--- config.mk ---
export PLATFORM = sky130hd
export DESIGN_NAME = ctrl_word_skid
export DESIGN_NICKNAME = d
export VERILOG_FILES = /design/src/rtl/ctrl_word_skid.sv
export SDC_FILE = /design/constraint.sdc
export NUM_CORES = 1
export LEC_CHECK = 0
export ABC_AREA = 1
export CAP_MARGIN = 20
export CELL_PAD_IN_SITES_DETAIL_PLACEMENT = 0
export CELL_PAD_IN_SITES_GLOBAL_PLACEMENT = 2
export CORE_UTILIZATION = 38
export CTS_CLUSTER_SIZE = 25
export DETAILED_ROUTE_END_ITERATION = 10
export DONT_BUFFER_PORTS = 1
export PLACE_DENSITY = 0.89
export SLEW_MARGIN = 25
export SYNTH_ARGS = -nofsm -noshare
export SYNTH_HDL_FRONTEND = slang
export SYNTH_SLANG_ARGS = --single-unit
--- constraint.sdc ---
create_clock -name clk -period 1.9 [get_ports clk]
set_input_delay 0.19 -clock clk [delete_from_list [all_inputs] [get_ports clk]]
set_output_delay 0.19 -clock clk [all_outputs]
set_load 0.02 [all_outputs]
--- src/rtl/ctrl_word_skid.sv ---
// ----------------------------------------------------------------------------
// ctrl_word_skid
//   Two-entry skid buffer (head + skid register) between an instruction
//   decoder and its consumer. Carries a decoded control word plus the opcode
//   tag that produced it. in_ready is decoded purely from the state register,
//   so there is no combinational path from out_ready back to the decoder.
//   Also counts stall cycles (out_valid=1, out_ready=0), saturating at 255.
//
// Parameters
//   WIDTH      decoded control-word width
//   OPW        opcode tag width
//
// Ports
//   clk        clock, rising edge
//   rst_n      asynchronous active-low reset
//   in_valid   upstream word valid
//   in_ctrl    upstream control word
//   in_op      upstream opcode tag
//   in_ready   block accepts a word this cycle (state EMPTY or ONE)
//   out_valid  head word valid (state ONE or FULL)
//   out_ctrl   head control word
//   out_op     head opcode tag
//   out_ready  downstream takes the head word this cycle
//   occ        number of stored words (0..2)
//   clr_stall  synchronous clear of stall_cnt (wins over increment)
//   stall_cnt  saturating stall-cycle counter
//   out_par    (only with CTRL_SKID_PARITY_EN) XOR parity of the head word
//
// Optional feature macro: CTRL_SKID_PARITY_EN
// ----------------------------------------------------------------------------
module ctrl_word_skid #(
    parameter int unsigned WIDTH = 26,
    parameter int unsigned OPW   = 7
) (
    input  logic             clk,
    input  logic             rst_n,
    input  logic             in_valid,
    input  logic [WIDTH-1:0] in_ctrl,
    input  logic [OPW-1:0]   in_op,
    output logic             in_ready,
    output logic             out_valid,
    output logic [WIDTH-1:0] out_ctrl,
    output logic [OPW-1:0]   out_op,
    input  logic             out_ready,
    output logic [1:0]       occ,
    input  logic             clr_stall,
    output logic [7:0]       stall_cnt
`ifdef CTRL_SKID_PARITY_EN
    ,
    output logic             out_par
`endif
);

    localparam int unsigned CNT_W = 8;
    localparam logic [CNT_W-1:0] CNT_MAX = '1;

    // Encoding equals the occupancy so occ is a direct view of the state.
    typedef enum logic [1:0] {
        ST_EMPTY = 2'd0,
        ST_ONE   = 2'd1,
        ST_FULL  = 2'd2
    } state_e;

    state_e             state_q, state_d;
    logic [WIDTH-1:0]   head_ctrl_q, head_ctrl_d;
    logic [OPW-1:0]     head_op_q, head_op_d;
    logic [WIDTH-1:0]   skid_ctrl_q, skid_ctrl_d;
    logic [OPW-1:0]     skid_op_q, skid_op_d;
    logic [CNT_W-1:0]   stall_q, stall_d;
`ifdef CTRL_SKID_PARITY_EN
    logic               head_par_q, head_par_d;
    logic               skid_par_q, skid_par_d;
    logic               in_par_c;
`endif

    logic in_ready_c;
    logic out_valid_c;
    logic accept_c;
    logic take_c;

    // Handshake decode from the state register only.
    assign in_ready_c  = (state_q != ST_FULL);
    assign out_valid_c = (state_q != ST_EMPTY);
    assign accept_c    = in_valid & in_ready_c;
    assign take_c      = out_valid_c & out_ready;

`ifdef CTRL_SKID_PARITY_EN
    // Parity is computed once at write time and travels with the word.
    assign in_par_c = ^in_ctrl;
`endif

    // Next-state and datapath steering.
    always_comb begin
        state_d     = state_q;
        head_ctrl_d = head_ctrl_q;
        head_op_d   = head_op_q;
        skid_ctrl_d = skid_ctrl_q;
        skid_op_d   = skid_op_q;
`ifdef CTRL_SKID_PARITY_EN
        head_par_d  = head_par_q;
        skid_par_d  = skid_par_q;
`endif
        unique case (state_q)
            ST_EMPTY: begin
                if (accept_c) begin
                    head_ctrl_d = in_ctrl;
                    head_op_d   = in_op;
`ifdef CTRL_SKID_PARITY_EN
                    head_par_d  = in_par_c;
`endif
                    state_d     = ST_ONE;
                end
            end
            ST_ONE: begin
                if (accept_c && take_c) begin
                    head_ctrl_d = in_ctrl;
                    head_op_d   = in_op;
`ifdef CTRL_SKID_PARITY_EN
                    head_par_d  = in_par_c;
`endif
                end else if (accept_c) begin
                    skid_ctrl_d = in_ctrl;
                    skid_op_d   = in_op;
`ifdef CTRL_SKID_PARITY_EN
                    skid_par_d  = in_par_c;
`endif
                    state_d     = ST_FULL;
                end else if (take_c) begin
                    state_d = ST_EMPTY;
                end
            end
            ST_FULL: begin
                // in_ready is low here, so only a take can happen.
                if (take_c) begin
                    head_ctrl_d = skid_ctrl_q;
                    head_op_d   = skid_op_q;
`ifdef CTRL_SKID_PARITY_EN
                    head_par_d  = skid_par_q;
`endif
                    state_d     = ST_ONE;
                end
            end
            default: state_d = ST_EMPTY;
        endcase
    end

    // Stall counter: clear has priority, otherwise saturating increment.
    always_comb begin
        stall_d = stall_q;
        if (clr_stall) begin
            stall_d = '0;
        end else if (out_valid_c && !out_ready && (stall_q != CNT_MAX)) begin
            stall_d = stall_q + CNT_W'(1);
        end
    end

    // State and storage registers.
    always_ff @(posedge clk or negedge rst_n) begin
        if (!rst_n) begin
            state_q     <= ST_EMPTY;
            head_ctrl_q <= '0;
            head_op_q   <= '0;
            skid_ctrl_q <= '0;
            skid_op_q   <= '0;
            stall_q     <= '0;
`ifdef CTRL_SKID_PARITY_EN
            head_par_q  <= 1'b0;
            skid_par_q  <= 1'b0;
`endif
        end else begin
            state_q     <= state_d;
            head_ctrl_q <= head_ctrl_d;
            head_op_q   <= head_op_d;
            skid_ctrl_q <= skid_ctrl_d;
            skid_op_q   <= skid_op_d;
            stall_q     <= stall_d;
`ifdef CTRL_SKID_PARITY_EN
            head_par_q  <= head_par_d;
            skid_par_q  <= skid_par_d;
`endif
        end
    end

    assign in_ready  = in_ready_c;
    assign out_valid = out_valid_c;
    assign out_ctrl  = head_ctrl_q;
    assign out_op    = head_op_q;
    assign occ       = 2'(state_q);
    assign stall_cnt = stall_q;
`ifdef CTRL_SKID_PARITY_EN
    assign out_par   = head_par_q;
`endif

endmodule

==> run summary, run 1 <==
status: complete, but fails checks
violations in the final reports: negative hold slack
row count: 34
drt pass-1 iters: 4
Period minus WS final: 1.609 ns
Skew-Pair Late Insertion Delay: 0.34 ns
Detail Placement HPWL: 4.660 mm
FF-to-FF path depth: 8
core box area: 0.008721 mm²
initial DRC count: 91
CP Launch Type: flip-flop
most frequent cells in the layout: nand2_1, dfrtp_1, inv_1, nor2_1, o21ai_0
worst vdd ir: 0.0006418 V
crit path max-delay cell type: dfrtp_1
Post-Syn Instances: 429
Die ar.: 0.009355 mm²
CTS buffer count: 9
Fin Hold WS: -0.4600 ns
Longest Clk Path Bufs: 2
Area growth syn-to-layout: 15.08%
Leak: 2.106 nW
share of layout cells above drive strength 1: 6.828%
CP Class: reg2reg
I/O Pins: 83
vias in the first global route: 2,592
r2r endpoint: stall_cnt[2]$_DFFE_PN0P_
vias per cell: 4.877
Max Cap Viol: 0
Routed WL: 7.403 mm
Starting Density: 39.10%
CP Max Fanout: 10
TritonCTS clock tree: yes
main area contributors after synthesis: dfrtp_1, nand2_1, o21ai_0, inv_1, nor2_1
Final TNS setup: 0 ns
unrepaired setup endpoints after global routing: no
Slew headroom: 69.71%
WL per Instance: 13.17 µm
syn_nets: 468
CP delay by family, top: simple AND/OR/NAND/NOR gates
critical path's most frequent cell: nand2_1
CP endpoint kind: flip-flop
crit path buf inv count: 1
diode count: 0
critical register-to-register path startpoint: stall_cnt[0]$_DFFE_PN0P_
critical path's largest stage delay: 0.53 ns
switching power total: 1.760 mW
antenna violations before repair: 0
largest area contributor in the netlist: dfrtp_1
sw frac: 35.75%
I/O Buffers: 0
Post-synth EDFFs: 0
Setup violations, final: 0
Clock Power Share: 24.3%
CTS Root Cell: clkbuf_8
postcts setup bufs: 0
Min-Delay Path Class: in2async
grt ovf: 0
Critical Path AT: 1.83 ns
crit-path cells: ha_1, nand2_1, nor2_1, nand2_1, nand2_2, inv_1, nand3_1, nand2_1
nets: 489
vias: 2,741
hold violation total from the final report: 76
syn avg cell area: 7.948 µm²
Yosys cell types: 21
Fmax: 621.7 MHz
slew at the pin closest to its max-slew limit: 0.4543 ns
Layout Skew: 0.008409 ns
total internal power: 3.162 mW
Most used DFF post-synth: dfrtp_1
Synth Cell Area: 0.003410 mm²
synthesis-stage register bit count: 76
largest net degree at the start of global routing: 77
WP data required: 2.12 ns
clock sink total: 76
most common cell after layout, fill and taps aside: nand2_1
Reg2Reg Setup Slack: 0.29 ns
Hold Buf Count CTS: 22
GRT Total Usage: 16.91%
Pwr per Cell Area: 1254 mW/mm²
period utilization: 84.66%
Layout Cells excl Fill: 562
Final GP Congestion: 0.7739
sequential share of power: 56.4%
register area share after synthesis: 55.78%
async set-reset flop share out of synthesis: 100.0%
Routed Antenna Nets: 0
Final Max Tran Viols: 0
synth warn: 0
CTS HTree Levels: 3
DP Cell Count: 525
die height: 96.72 µm
Die X: 96.72 µm
Clock transition at path regs: 0.08 ns
first-pass GRT wire length: 12.60 mm
top cell type's share of synthesized area: 55.78%
DRC violations left: 0
combinational power share: 19.3%
-- worst max path at each step --
| stage | from | endpoint | slack (ns) | cells after the start |
|---|---|---|---|---|
| after floorplan | stall_cnt[0]$_DFFE_PN0P_ | stall_cnt[0]$_DFFE_PN0P_ | 0.48 | 8 |
| after global placement | stall_cnt[0]$_DFFE_PN0P_ | stall_cnt[0]$_DFFE_PN0P_ | 0.36 | 8 |
| after detailed placement | stall_cnt[0]$_DFFE_PN0P_ | stall_cnt[2]$_DFFE_PN0P_ | 0.31 | 8 |
| after CTS | occ[0]$_DFFE_PN0P_ | in_ready | 0.26 | 3 |
| after global routing | stall_cnt[0]$_DFFE_PN0P_ | stall_cnt[2]$_DFFE_PN0P_ | 0.14 | 8 |
| final | stall_cnt[0]$_DFFE_PN0P_ | stall_cnt[2]$_DFFE_PN0P_ | 0.29 | 8 |
-- cell families after synthesis --
family                     synth area share, %
and+or+nand+nor                          23.89
AOI/OAI and AO/OA                        11.23
DFF                                      55.78
buffers and inverters                    8.220
xor gates and xnor gates                0.5139
adders and majority gates               0.3669
-- cells in the mapped netlist (2+ instances only) --
library cell,n
o21ai_0,37
nand3_1,13
nor2_1,37
o21ai_1,11
a21oi_1,27
xor2_1,2
inv_1,42
buf_2,11
buf_1,2
inv_2,4
clkbuf_1,3
nand2_2,3
nand2_1,150
nand4_1,2
dfrtp_1,76
buf_4,4
-- metal layers --
metal	global-route usage (%)	vias to the layer above	part of all wire (%)
met2	27.68	76	48
met4	7.003	0	2.0
met5	0	-	0
met1	20.61	1281	44
li1	-	1367	-
met3	5.347	17	6.2
-- sequential cells by signal, indices dropped and copies added (netlist names) --
| name | cells |
|---|---|
| stall_cnt | 8 |
| occ | 2 |
| skid_op_q | 7 |
| out_op | 7 |
| skid_ctrl_q | 26 |
| out_ctrl | 26 |
-- repair_timing --
action,in CTS,in global routing
setup endpoints to repair,0,0
resized for setup,0,0
hold endpoints to repair,98,76
-- per-stage QoR --
| stage | instance area [µm²] | power (mW) | hold slack, ns | utilization (%) | setup WS [ns] |
|---|---|---|---|---|---|
| global route | 3924 | 5.294 | -0.4909 | 44.99 | 0.1417 |
| finish | 3924 | 4.922 | -0.4600 | 44.99 | 0.2914 |
| detailed placement | 3513 | 3.746 | -0.1025 | 40.29 | 0.3134 |
| CTS | 3924 | 5.006 | -0.4828 | 44.99 | 0.2553 |
| global placement | 3513 | 3.697 | -0.1035 | 40.29 | 0.3592 |
| floorplan | 3410 | 3.486 | -0.1056 | - | 0.4785 |
-- final cells by class --
| class | count | area (µm²) |
|---|---|---|
| clock buffers | 10 | 137.6 |
| clock inverters | 5 | 52.55 |
| fillers | 871 | 4797 |
| inverters | 47 | 176.4 |
| multi-input cells | 286 | 1227 |
| flip-flops and latches | 76 | 1902 |
| well taps | 108 | 135.1 |
| repair buffers | 30 | 292.8 |
-- worst reg2reg max path, cell delays in order (launching register included) --
cell and delay [ns]:
dfrtp_1 0.53, ha_1 0.24, nand2_1 0.12, nor2_1 0.13, nand2_1 0.07, nand2_2 0.18, inv_1 0.09, nand3_1 0.08
nand2_1 0.07
-- power by group through the flow --
stage	sequential, mW	combinational (mW)	clock, mW
after floorplan	2.73	0.753	0
after global placement	2.80	0.897	0
after detailed placement	2.82	0.930	0
after CTS	2.79	0.972	1.25
after global routing	2.85	1.13	1.31
final	2.78	0.951	1.20
Power figures use the tool's default switching activity.
==> run 2: changes to the inputs <==
--- a/config.mk
+++ b/config.mk
@@ -5,15 +5,15 @@
 export SDC_FILE = /design/constraint.sdc
 export NUM_CORES = 1
 export LEC_CHECK = 0
-export ABC_AREA = 1
+export ABC_AREA = 0
 export CAP_MARGIN = 20
 export CELL_PAD_IN_SITES_DETAIL_PLACEMENT = 0
 export CELL_PAD_IN_SITES_GLOBAL_PLACEMENT = 2
-export CORE_UTILIZATION = 38
+export CORE_UTILIZATION = 36
 export CTS_CLUSTER_SIZE = 25
 export DETAILED_ROUTE_END_ITERATION = 10
 export DONT_BUFFER_PORTS = 1
-export PLACE_DENSITY = 0.89
+export PLACE_DENSITY = 0.8
 export SLEW_MARGIN = 25
 export SYNTH_ARGS = -nofsm -noshare
 export SYNTH_HDL_FRONTEND = slang
==> constraint.sdc (replaced) <==
create_clock -name clk -period 1.45 [get_ports clk]
set_input_delay 0.145 -clock clk [delete_from_list [all_inputs] [get_ports clk]]
set_output_delay 0.145 -clock clk [all_outputs]
set_load 0.02 [all_outputs]
==> run 2 against run 1 <==
Net effect: the flow finishes with violations (design-rule violations, negative hold slack, negative setup slack); clock power rose by 77%; utilization rose by 4.9 points; sequential cell count did not move; largest power group unchanged.
==> run summary, run 2 <==
status: complete, but fails checks
violations in the final reports: design-rule violations, negative hold slack, negative setup slack
top cell type's share of synthesized area: 57.79% (+2.0 points)
first-pass GRT wire length: 11.79 mm (-6.5%)
nets: 373 (-24%)
Critical Path AT: 1.68 ns (-0.15 ns)
Period minus WS final: 1.463 ns (-0.1458 ns)
CTS Root Cell: clkbuf_8
Die X: 97.61 µm (+0.92%)
share of layout cells above drive strength 1: 19.76% (+13 points)
Die ar.: 0.009527 mm² (+1.8%)
Leak: 1.769 nW (-16%)
Layout Cells excl Fill: 447 (-20%)
Skew-Pair Late Insertion Delay: 0.34 ns (about the same)
Min-Delay Path Class: in2async
Final Max Tran Viols: 0 (unchanged)
core box area: 0.008806 mm² (+0.98%)
critical path's most frequent cell: buf_12
most frequent cell after synthesis: dfrtp_1
Detail Placement HPWL: 4.306 mm (-7.6%)
syn avg cell area: 12.05 µm² (+52%)
DRC violations left: 8 (+8)
Yosys cell types: 29 (+38%)
most common library cells after synthesis: dfrtp_1, a21oi_1, nor2_1
Layout Skew: 0.01570 ns (+0.007296 ns)
diode count: 0 (unchanged)
main area contributors after synthesis: dfrtp_1, mux2i_1, mux2_1, a21oi_1, nor2_1
Starting Density: 37.37% (-1.7 points)
period utilization: 100.9% (+16 points)
CP Class: reg2reg
largest area contributor in the netlist: dfrtp_1
Most used DFF post-synth: dfrtp_1
crit-path cells: nand2b_1, nor2b_4, buf_12, buf_12, mux2_1
DP Worst Slack: 0.009007 ns (-0.3044 ns)
Post-synth EDFFs: 0 (unchanged)
CP Max Fanout: 10 (unchanged)
vias in the first global route: 2,338 (-9.8%)
WL per Instance: 16.41 µm (+25%)
DP Cell Count: 388 (-26%)
FF-to-FF path depth: 5 (-3)
crit path max-delay cell type: dfrtp_2
Final GP Congestion: 0.7171 (-7.3%)
initial DRC count: 84 (-7.7%)
critical register-to-register path startpoint: occ[0]$_DFFE_PN0P_
Fin Hold WS: -0.5105 ns (-0.05052 ns)
die height: 97.61 µm (+0.92%)
row count: 34 (unchanged)
Reg2Reg Setup Slack: -0.01 ns (-0.30 ns)
vias per cell: 5.045 (+3.4%)
Routed WL: 7.334 mm (-0.93%)
critical path's largest stage delay: 0.43 ns (-0.10 ns)
WP data required: 1.67 ns (-0.45 ns)
main combinational cell family by area after synthesis: multiplexers
combinational power share: 18.4% (-0.9 points)
Clock transition at path regs: 0.08 ns (about the same)
Setup crit end: skid_ctrl_q[4]$_DFFE_PN0P_
I/O Buffers: 0 (unchanged)
final core utilization: 49.93% (+4.9 points)
GRT Total Usage: 15.78% (-1.1 points)
post-synthesis compound-gate area fraction: 8.707% (-2.5 points)
Setup violations, final: 13 (+13)
r2r endpoint: skid_ctrl_q[4]$_DFFE_PN0P_
CP Launch Type: flip-flop
Max Cap Viol: 0 (unchanged)
most common cell after layout, fill and taps aside: dfrtp_1
Fmax: 683.7 MHz (+10%)
CTS HTree Levels: 3 (unchanged)
Post-Synth Adder-Cell Area: 0.3802% (+0.013 points)
Routed Antenna Nets: 0 (unchanged)
async set-reset flop share out of synthesis: 100.0% (unchanged)
total internal power: 4.797 mW (+52%)
final worst slack: -0.01273 ns (-0.3042 ns)
synthesis-stage register bit count: 76 (unchanged)
Clock Power Share: 30.8% (+6.5 points)
vias: 2,255 (-18%)
grt ovf: 0 (unchanged)
switching power total: 2.068 mW (+18%)
TritonCTS clock tree: yes
sw frac: 30.13% (-5.6 points)
Post-Syn Instances: 273 (-36%)
clock sink total: 76 (unchanged)
sequential share of power: 50.8% (-5.6 points)
slew at the pin closest to its max-slew limit: 0.3440 ns (-0.1103 ns)
total power: 6.865 mW (+39%)
Area growth syn-to-layout: 33.61%
drt pass-1 iters: 7 (+3)
largest net degree at the start of global routing: 77 (unchanged)
Synth Area in XOR/XNOR: 0.2662% (-0.25 points)
Setup crit start: occ[0]$_DFFE_PN0P_
Post-Synth Simple-Gate Area: 7.871% (-16 points)
Hold Buf Count CTS: 35 (+59%)
register area share after synthesis: 57.79% (+2.0 points)
I/O Pins: 83 (unchanged)
syn_nets: 312 (-33%)
Slew headroom: 76.99% (+7.3 points)
unrepaired setup endpoints after global routing: yes
Pwr per Cell Area: 1561 mW/mm² (+24%)
Longest Clk Path Bufs: 2 (unchanged)
synth warn: 0 (unchanged)
most frequent cells in the layout: dfrtp_1, a21oi_1, nor2_1, dlygate4sd3_1, mux2i_1
CTS buffer count: 9 (unchanged)
antenna violations before repair: 0 (unchanged)
worst vdd ir: 0.0007031 V (+9.6%)
Synth Cell Area: 0.003291 mm² (-3.5%)
hold violation total from the final report: 76 (unchanged)
mux cell area share after synthesis: 21.63% (+22 points)
CP endpoint kind: flip-flop
run 2: power groups by stage:
stage          clock (mW)  sequential [mW]  combinational (mW)
3_3_place_gp            0             3.51                1.03
4_1_cts              2.17             3.49                1.19
2_1_floorplan           0             3.44               0.824
3_5_place_dp            0             3.54                1.07
5_1_grt              2.26             3.57                1.40
6_report             2.12             3.49                1.26
run 2: worst max-delay path, delay by kind of cell, from the launching register on:
kind,cells,cell delay (ns)
flip-flops,1,0.43
multiplexers,1,0.33
AND/OR/NAND/NOR,2,0.32
buffers and inverters,2,0.27
run 2: worst min path at each step:
stage,from,slack [ns],to,cells after the start
6_report,rst_n,-0.51,out_ctrl[2]$_DFFE_PN0P_,0
5_1_grt,rst_n,-0.54,skid_ctrl_q[8]$_DFFE_PN0P_,0
4_1_cts,rst_n,-0.53,stall_cnt[7]$_DFFE_PN0P_,0
3_5_place_dp,rst_n,-0.15,skid_ctrl_q[8]$_DFFE_PN0P_,0
3_3_place_gp,rst_n,-0.15,out_ctrl[2]$_DFFE_PN0P_,0
2_1_floorplan,rst_n,-0.15,occ[0]$_DFFE_PN0P_,0
run 2: logic make-up after synthesis:
group / count (synthesis)
and+or+nand+nor: 57
AOI/OAI and AO/OA: 52
DFF: 76
xor gates and xnor gates: 1
adders and majority gates: 1
buffers and inverters: 19
muxes: 67
run 2: timing repair:
item	in CTS	in global routing
pin swaps	2	6
setup endpoints to repair	3	62
buffers inserted	3	1
gates resized for setup	2	10
gates cloned	0	4
hold endpoints to repair	126	76
run 2: metrics by stage:
step,setup TNS [ns],cell area [µm²]
final,-0.05622,4397
after global routing,-2.785,4397
after CTS,-0.02549,4262
after detailed placement,0,3607
after global placement,0,3607
after floorplan,-1.256,3329
run 2: per-layer routing:
layer / vias to the layer above / wire length, µm / global-route usage (%)
li1: 1084 / - / -
met2: 46 / 3661 / 25.37
met1: 1120 / 3342 / 20.53
met3: 5 / 291 / 3.741
met5: - / 0 / 0
met4: 0 / 39 / 6.294
run 2: final cells by class:
cell class | count | area (µm²)
fillers | 788 | 4409
flip-flops and latches | 76 | 1907
multi-input cells | 179 | 1358
repair buffers | 66 | 724.4
well taps | 108 | 135.1
clock inverters | 6 | 133.9
clock buffers | 10 | 127.6
inverters | 2 | 11.26
